==> src/rtl/bus_load_pkg.sv <==
// Shared definitions for the bus-load datapath and the bus source-select block:
// destination codes, increment bit indices, register widths and the memory-write FSM encoding.
package bus_load_pkg;

    localparam int unsigned REG8_W  = 8;
    localparam int unsigned REG16_W = 16;
    localparam int unsigned CODE_W  = 3;

    localparam logic [CODE_W-1:0] WR_NONE = 3'd0;
    localparam logic [CODE_W-1:0] WR_AR   = 3'd1;
    localparam logic [CODE_W-1:0] WR_PC   = 3'd2;
    localparam logic [CODE_W-1:0] WR_DR   = 3'd3;
    localparam logic [CODE_W-1:0] WR_TR   = 3'd4;
    localparam logic [CODE_W-1:0] WR_R    = 3'd5;
    localparam logic [CODE_W-1:0] WR_AC   = 3'd6;
    localparam logic [CODE_W-1:0] WR_DM   = 3'd7;

    localparam int unsigned INC_AR = 0;
    localparam int unsigned INC_PC = 1;
    localparam int unsigned INC_R  = 2;

    typedef enum logic [1:0] {
        DM_IDLE  = 2'd0,
        DM_SETUP = 2'd1,
        DM_WRITE = 2'd2
    } dm_state_t;

endpackage

==> src/rtl/bus_load_dm_write_fsm.sv <==
// Data-memory write sequencer: a fixed three-cycle IDLE -> SETUP -> WRITE handshake.
//   state | meaning
//   IDLE  | no write pending, new request accepted
//   SETUP | address/data stable, strobe not yet asserted
//   WRITE | dm_we asserted for exactly one cycle
module dm_write_fsm
    import bus_load_pkg::*;
(
    input  logic clock,
    input  logic reset,
    input  logic start,
    output logic busy,
    output logic dm_we
);

    dm_state_t state;
    dm_state_t state_next;

    always_ff @(posedge clock) begin
        if (reset) begin
            state <= DM_IDLE;
        end else begin
            state <= state_next;
        end
    end

    always_comb begin
        state_next = state;
        busy       = 1'b0;
        dm_we      = 1'b0;
        case (state)
            DM_IDLE: begin
                if (start) begin
                    state_next = DM_SETUP;
                end
            end
            DM_SETUP: begin
                busy       = 1'b1;
                state_next = DM_WRITE;
            end
            DM_WRITE: begin
                busy       = 1'b1;
                dm_we      = 1'b1;
                state_next = DM_IDLE;
            end
            default: begin
                state_next = DM_IDLE;
            end
        endcase
    end

endmodule

==> src/rtl/bus_load.sv <==
// Bus-load datapath: loads architectural registers from the shared bus, handles increments and
// launches data-memory writes. Optional ac-zero flag z is built only with AC_ZERO_FLAG_EN.
module bus_load
    import bus_load_pkg::*;
(
    input  logic                 clock,
    input  logic                 reset,
    input  logic [CODE_W-1:0]    write_en,
    input  logic [REG16_W-1:0]   busin,
    input  logic [2:0]           inc_en,
    output logic [REG8_W-1:0]    ar,
    output logic [REG8_W-1:0]    pc,
    output logic [REG8_W-1:0]    dr,
    output logic [REG8_W-1:0]    r,
    output logic [REG16_W-1:0]   tr,
    output logic [REG16_W-1:0]   ac,
    output logic [REG8_W-1:0]    dm_addr,
    output logic [REG8_W-1:0]    dm_wdata,
    output logic                 dm_we,
    output logic                 busy
`ifdef AC_ZERO_FLAG_EN
    ,
    output logic                 z
`endif
);

    logic [CODE_W-1:0] load_sel;
    logic              dm_start;
    logic              inc_ar;

    // Requests arriving mid-write are dropped outright, never queued.
    always_comb begin
        load_sel = busy ? WR_NONE : write_en;
        dm_start = (load_sel == WR_DM);
        inc_ar   = inc_en[INC_AR] && !busy;
    end

    dm_write_fsm u_dm_write_fsm (
        .clock (clock),
        .reset (reset),
        .start (dm_start),
        .busy  (busy),
        .dm_we (dm_we)
    );

    always_ff @(posedge clock) begin
        if (reset) begin
            ar       <= '0;
            pc       <= '0;
            dr       <= '0;
            r        <= '0;
            tr       <= '0;
            ac       <= '0;
            dm_addr  <= '0;
            dm_wdata <= '0;
        end else begin
            if (load_sel == WR_AR) begin
                ar <= busin[REG8_W-1:0];
            end else if (inc_ar) begin
                ar <= ar + 8'd1;
            end

            if (load_sel == WR_PC) begin
                pc <= busin[REG8_W-1:0];
            end else if (inc_en[INC_PC]) begin
                pc <= pc + 8'd1;
            end

            if (load_sel == WR_R) begin
                r <= busin[REG8_W-1:0];
            end else if (inc_en[INC_R]) begin
                r <= r + 8'd1;
            end

            if (load_sel == WR_DR) begin
                dr <= busin[REG8_W-1:0];
            end
            if (load_sel == WR_TR) begin
                tr <= busin;
            end
            if (load_sel == WR_AC) begin
                ac <= busin;
            end

            // Address is the pre-increment ar of the request cycle.
            if (dm_start) begin
                dm_addr  <= ar;
                dm_wdata <= busin[REG8_W-1:0];
            end
        end
    end

`ifdef AC_ZERO_FLAG_EN
    always_ff @(posedge clock) begin
        if (reset) begin
            z <= 1'b1;
        end else if (load_sel == WR_AC) begin
            z <= (busin == '0);
        end
    end
`endif

endmodule

==> config.mk <==
export PLATFORM = sky130hd
export DESIGN_NAME = bus_load
export DESIGN_NICKNAME = d
export VERILOG_FILES = /design/src/rtl/bus_load_pkg.sv /design/src/rtl/bus_load_dm_write_fsm.sv /design/src/rtl/bus_load.sv
export SDC_FILE = /design/constraint.sdc
export NUM_CORES = 1
export LEC_CHECK = 0
export CORE_AREA = 5 5 89 91
export CTS_BUF_LIST = sky130_fd_sc_hd__clkbuf_8
export DETAILED_ROUTE_END_ITERATION = 8
export DIE_AREA = 0 0 94 96
export MAX_ROUTING_LAYER = met4
export PLACE_DENSITY = 0.85
export SLEW_MARGIN = 20
export SYNTH_ARGS = -nofsm -noshare
export SYNTH_HDL_FRONTEND = slang
export SYNTH_SLANG_ARGS = --single-unit
==> constraint.sdc <==
create_clock -name clock -period 4.2 [get_ports clock]
set_input_delay 0.84 -clock clock [delete_from_list [all_inputs] [get_ports clock]]
set_output_delay 0.84 -clock clock [all_outputs]
set_load 0.005 [all_outputs]
### After elaboration in Yosys (flattened, before gate mapping)

Index checks and enable logic that the tools add are counted.

| word-level totals | value |
|---|---|
| input port bits | 24 |
| flip-flop bits (word level) | 82 |
| logic and storage cells | 40 |

| operators by class | value |
|---|---|
| equal/unequal tests | 10 |
| multiplexer cells | 11 |
| reduce and logical (&&, ||, !) cells | 7 |
| add/subtract/negate cells | 3 |

Operators by type and width:

| operator | number |
|---|---|
| $mux W8 | 6 |
| $add A8 B1 Y8 const B | 3 |
| $eq A3 B3 Y1 const B | 4 |
| $eq A3 B2 Y1 const B | 2 |
| $reduce_bool A2 Y1 | 3 |
| $pmux W2 S2 | 1 |
| $eq A3 B1 Y1 const B | 1 |
| $mux W3 | 1 |
| $eq A2 B1 Y1 const B | 1 |
| $eq A2 B2 Y1 const B | 1 |
| $logic_not A2 Y1 | 1 |
| $mux W1 | 2 |
| $mux W2 | 1 |
| $ne A2 B2 Y1 const B | 1 |
| $reduce_or A2 Y1 | 1 |
| $logic_and A1 B1 Y1 | 1 |
| $logic_not A1 Y1 | 1 |

### Depth between registers and ports, before layout

| logic depth | value |
|---|---|
| depth after elaboration | 7 |
| depth in mapped cells | 8 |

### Hierarchy

Synthesis repeated with hierarchy kept, for this count alone.

| unflattened totals | value |
|---|---|
| cell total of the unflattened synthesis | 405 |
| area, all modules | 3,558.4 sq um |

Modules (own cells, without submodules):

| module | sequential area each (sq um) | cells each | area each (sq um) | instances |
|---|---|---|---|---|
| bus_load | 1,601.5 | 390 | 3,398.3 | 1 |
| dm_write_fsm | 40.0 | 15 | 160.2 | 1 |

### Worst setup path before layout

Ideal clock, no wire load.

| timing path | value |
|---|---|
| kind | input port to flip-flop |
| from | input port write_en[1] |
| to | register ar[0] |
| arrival time | 1,901 ps |
| path slack | 2,159 ps |
| cell stages on the path | 6 |
| buffers on the path | 3 |
| data required time | 4,060 ps |
| cell sequence | buf_6 -> or4b_4 -> buf_6 -> buf_6 -> nor2_1 -> a211oi_2 |

| on the way | value |
|---|---|
| longest elaborated chain between the ends | 3 |
| elaborated cells on any way between the ends | 4 |
| those cells by class | eq/ne (1); mux (2); reduce/logical (1) |

RTL lines:

| item | RTL line | RTL |
|---|---|---|
| from (decl) | bus_load.sv:8 | `input logic [CODE_W-1:0] write_en,` |
| $mux W3 (*) | bus_load.sv:33 | `load_sel = busy ? WR_NONE : write_en;` |
| $eq A3 B1 Y1 (*) | bus_load.sv:57 | `if (load_sel == WR_AR) begin` |
| $mux W8 / $reduce_bool A2 Y1 (equally long branches) | -- |  |
| to (signal assigned) | bus_load.sv:58 | `ar <= busin[REG8_W-1:0];` |
| to (signal assigned) | bus_load.sv:60 | `ar <= ar + 8'd1;` |
| to (decl) | bus_load.sv:11 | `output logic [REG8_W-1:0] ar,` |

Every way passes the cells marked *; elsewhere a longest branch is shown, timed or not.
A chain may end at the register's enable or synchronous reset.

### Worst setup path in the final report

| timing path | value |
|---|---|
| from | register u_dm_write_fsm.state[1] |
| to | output port busy |

| on the way | value |
|---|---|
| longest elaborated chain between the ends | 3 |
| elaborated cells on any way between the ends | 4 |
| those cells by class | eq/ne (2); mux (1); reduce/logical (1) |

RTL lines:

| item | RTL line | RTL |
|---|---|---|
| from (decl) | bus_load_dm_write_fsm.sv:16 | `dm_state_t state;` |
| from (signal assigned) | bus_load_dm_write_fsm.sv:23 | `state <= state_next;` |
| $eq A2 B2 Y1 / $eq A2 B1 Y1 (equally long branches) | bus_load_dm_write_fsm.sv:31 | `case (state)` |
| $reduce_or A2 Y1 (no line) (*) | -- |  |
| $mux W1 (*) | bus_load_dm_write_fsm.sv:31 |  |
| to (decl) | bus_load.sv:20 | `output logic busy` |

Marked as above.

==> results.txt <==
Outcome -> finished clean
Total wire length -> 9600 µm
Primary FF master, synth -> dfxtp_1
Initial core utilization -> 50.0%
Vias in the first global route -> 3084
Hold Path Depth -> 2
Register share of total power -> 52.2%
Fin worst setup slack -> 1.38 ns
Reg clk slew, reported paths -> 0.09 ns
# H-tree levels -> 3
Slew headroom -> 40.9%
Largest area contributor in the netlist -> dfxtp_1
Post-synth net total -> 434
Largest net degree at the start of global routing -> 42
Slew @ Worst Pin -> 0.882 ns
Worst path required time -> 3.36 ns
Initial antenna violation count -> 0
Unrepaired setup endpoints after global routing -> false
Synth cell types -> 40
Clock Power Share -> 33.3%
Top-count cell post-synth -> nand2_1
1st-pass router iterations -> 4
Yosys warns -> 0
Total congestion overflow -> 0
Post-Syn Area -> 3530 µm²
Setup crit start kind -> flop
R2R cell count -> 5
Die Y -> 96 µm
Levels on crit path -> 3
CP max stage delay -> 0.60 ns
Worst path cell trace -> inv_1, ha_1, clkdlybuf4s50_1
First-pass GRT wire length -> 15300 µm
Residual DRC count -> 0
Longest Clk Path Bufs -> 2
CTS buffer count -> 9
Setup crit end kind -> output port
Clock Skews -> 0.00933 ns
Clock latency on the worst-skew pair -> 0.35 ns
P_int -> 1.17 mW
Vias -> 3212
Core footprint -> 7060 µm²
Worst VDD drop -> 260 µV
Die width -> 94 µm
CP max stage cell -> clkdlybuf4s50_1
Fill count -> 591
Commonest cells in the netlist -> 103 x nand2_1, 82 x dfxtp_1, 49 x a21oi_1, 30 x nor2_1, 15 x clkbuf_1
Max-cap check violation count -> 0
Post-CTS resize count -> 0
Root buf cell -> clkbuf_8
Share of async-settable or async-resettable flops after synthesis -> 0%
Port bufs -> 105
Post-synth top area share -> 46.5%
Clock sinks -> 82
Drt via density -> 5.41
NetSw -> 448 µW
Setup TNS -> 0 ns
Setup violators final -> 0
N_diodes -> 0
Final min period -> 2.82 ns
Place WS -> 1.41 ns
Top delay family on crit path -> buffers and inverters
Post-CTS Hold Fix Bufs -> 0
CTS tree -> yes
Worst path buffer plus inverter count -> 2
Row count -> 31
Sw Share -> 27.6%
Sequential cell area fraction in the yosys report -> 46.5%
Pins Over Slew Limit -> 0
Post-synth EDFFs -> 0
Placed inst area -> 4540 µm²
NumNets Final -> 520
Cells after Synth -> 404
Max Fclk -> 354 MHz
Postcts setup bufs -> 0
Number of routed nets with antenna violations -> 0
Pwr Density -> 343 nW/µm²
Fin crit share -> 67.2%
Final hold violations -> 0
Worst Hold Class -> reg2reg
Leakage -> 1.60 nW
Synth top area cells -> dfxtp_1 46%, nand2_1 11%, a21oi_1 6.9%
Synthesis-to-layout area growth -> 33.8%
Gr usage total -> 22.3%
Design area -> 4720 µm²
Die Area -> 9020 µm²
DPL Wire Length -> 6820 µm
Crit Path Class -> reg2out
Largest fanout on the critical path -> 15
Avg Cell Area, Syn -> 8.74 µm²
DR WL/cell -> 16.2 µm
Share of cells above drive strength 1 -> 8.08%
Drt first-iter violations -> 163
Gate power share -> 14.4%
Synth Register Bits -> 82
Ports -> 106
CP Data Arrival Time -> 1.98 ns
RePlAce Congestion -> 0.809
[layout make-up]
| class | count | area (µm²) | area share [%] |
|---|---|---|---|
| clock inverters | 6 | 48.8 | 1.03 |
| flip-flops and latches | 82 | 1640 | 34.7 |
| inverters | 5 | 18.8 | 0.397 |
| multi-input cells | 285 | 1690 | 35.8 |
| well taps | 99 | 124 | 2.62 |
| clock buffers | 10 | 138 | 2.91 |
| repair buffers | 107 | 1060 | 22.5 |
[per-stage QoR]
step                power, mW  hold slack, ns  std cells  utilization (%)
detailed placement       1.10           0.446        578             64.3
floorplan               0.976           0.453        404                -
CTS                      1.63           0.459        594             66.9
finish                   1.62           0.457        594             66.9
global placement         1.09           0.442        578             64.3
global route             1.69           0.476        594             66.9
[per-layer routing]
metal  vias to the layer above  GRT usage, %  routed length (µm)
met5                         -             -                   0
li1                       1560             -                   -
met1                      1530          26.9                3860
met4                         0          8.66                 227
met2                       105          36.7                4870
met3                        17          4.85                 646
[power groups by stage]
stage	sequential [mW]	combinational [mW]	clock, mW
final	0.846	0.234	0.540
after global routing	0.853	0.254	0.583
after CTS	0.846	0.236	0.549
after detailed placement	0.864	0.235	0
after global placement	0.863	0.227	0
after floorplan	0.861	0.115	0
[final timing paths]
kind                                 from  endpoint  slack (ns)
hold reg to reg                    ac[13]    ac[13]        0.46
hold / removal                     ac[13]    ac[13]        0.46
setup reg to reg  u_dm_write_fsm.state[1]     pc[5]        1.91
setup / recovery  u_dm_write_fsm.state[1]      busy        1.38
[flip-flops by register name, summed over array words and instances (netlist names)]
signal / flops
pc: 8
r: 8
dm_addr: 8
dm_wdata: 8
tr: 16
ar: 8
dr: 8
ac: 16
u_dm_write_fsm.state: 2
[kinds of logic after synthesis]
group | Yosys count | share of synthesized area, %
and+or+nand+nor | 171 | 23.2
muxes | 11 | 3.12
DFF | 82 | 46.5
xor gates and xnor gates | 10 | 2.48
AOI/OAI and AO/OA | 87 | 17.0
buffers and inverters | 37 | 5.56
adders and majority gates | 6 | 2.13
[worst reg2reg max path, delay by kind of cell, from the launching register on]
family | cells | cell delay, ns
AND/OR/NAND/NOR | 2 | 1.15
adder cells (fa/ha/maj) | 1 | 0.47
flip-flops | 1 | 0.37
buffers and inverters | 1 | 0.08
AO/OA/AOI/OAI | 1 | 0.07
[cells in the final DEF (no fill, tap or decap), types with 2 or more instances in the layout]
cell type          n
a211oi_2           8
xor2_1             7
or4b_1             2
a21oi_1           49
nor2_1            30
or3_1              6
a311oi_2           6
nand2_1          103
o21ai_0            7
and4bb_2           2
o31ai_1            3
a311oi_1           3
inv_6              3
clkbuf_8          10
nand4bb_1          2
mux2i_1           11
clkdlybuf4s50_1  104
buf_4              2
inv_1              5
dfxtp_1           82
xnor2_1            3
nand3_1            7
ha_1               6
nand4_1            6
a211oi_1           6
clkinvlp_4         3
a31oi_1            2
or4_1              3
Power figures use the tool's default switching activity.
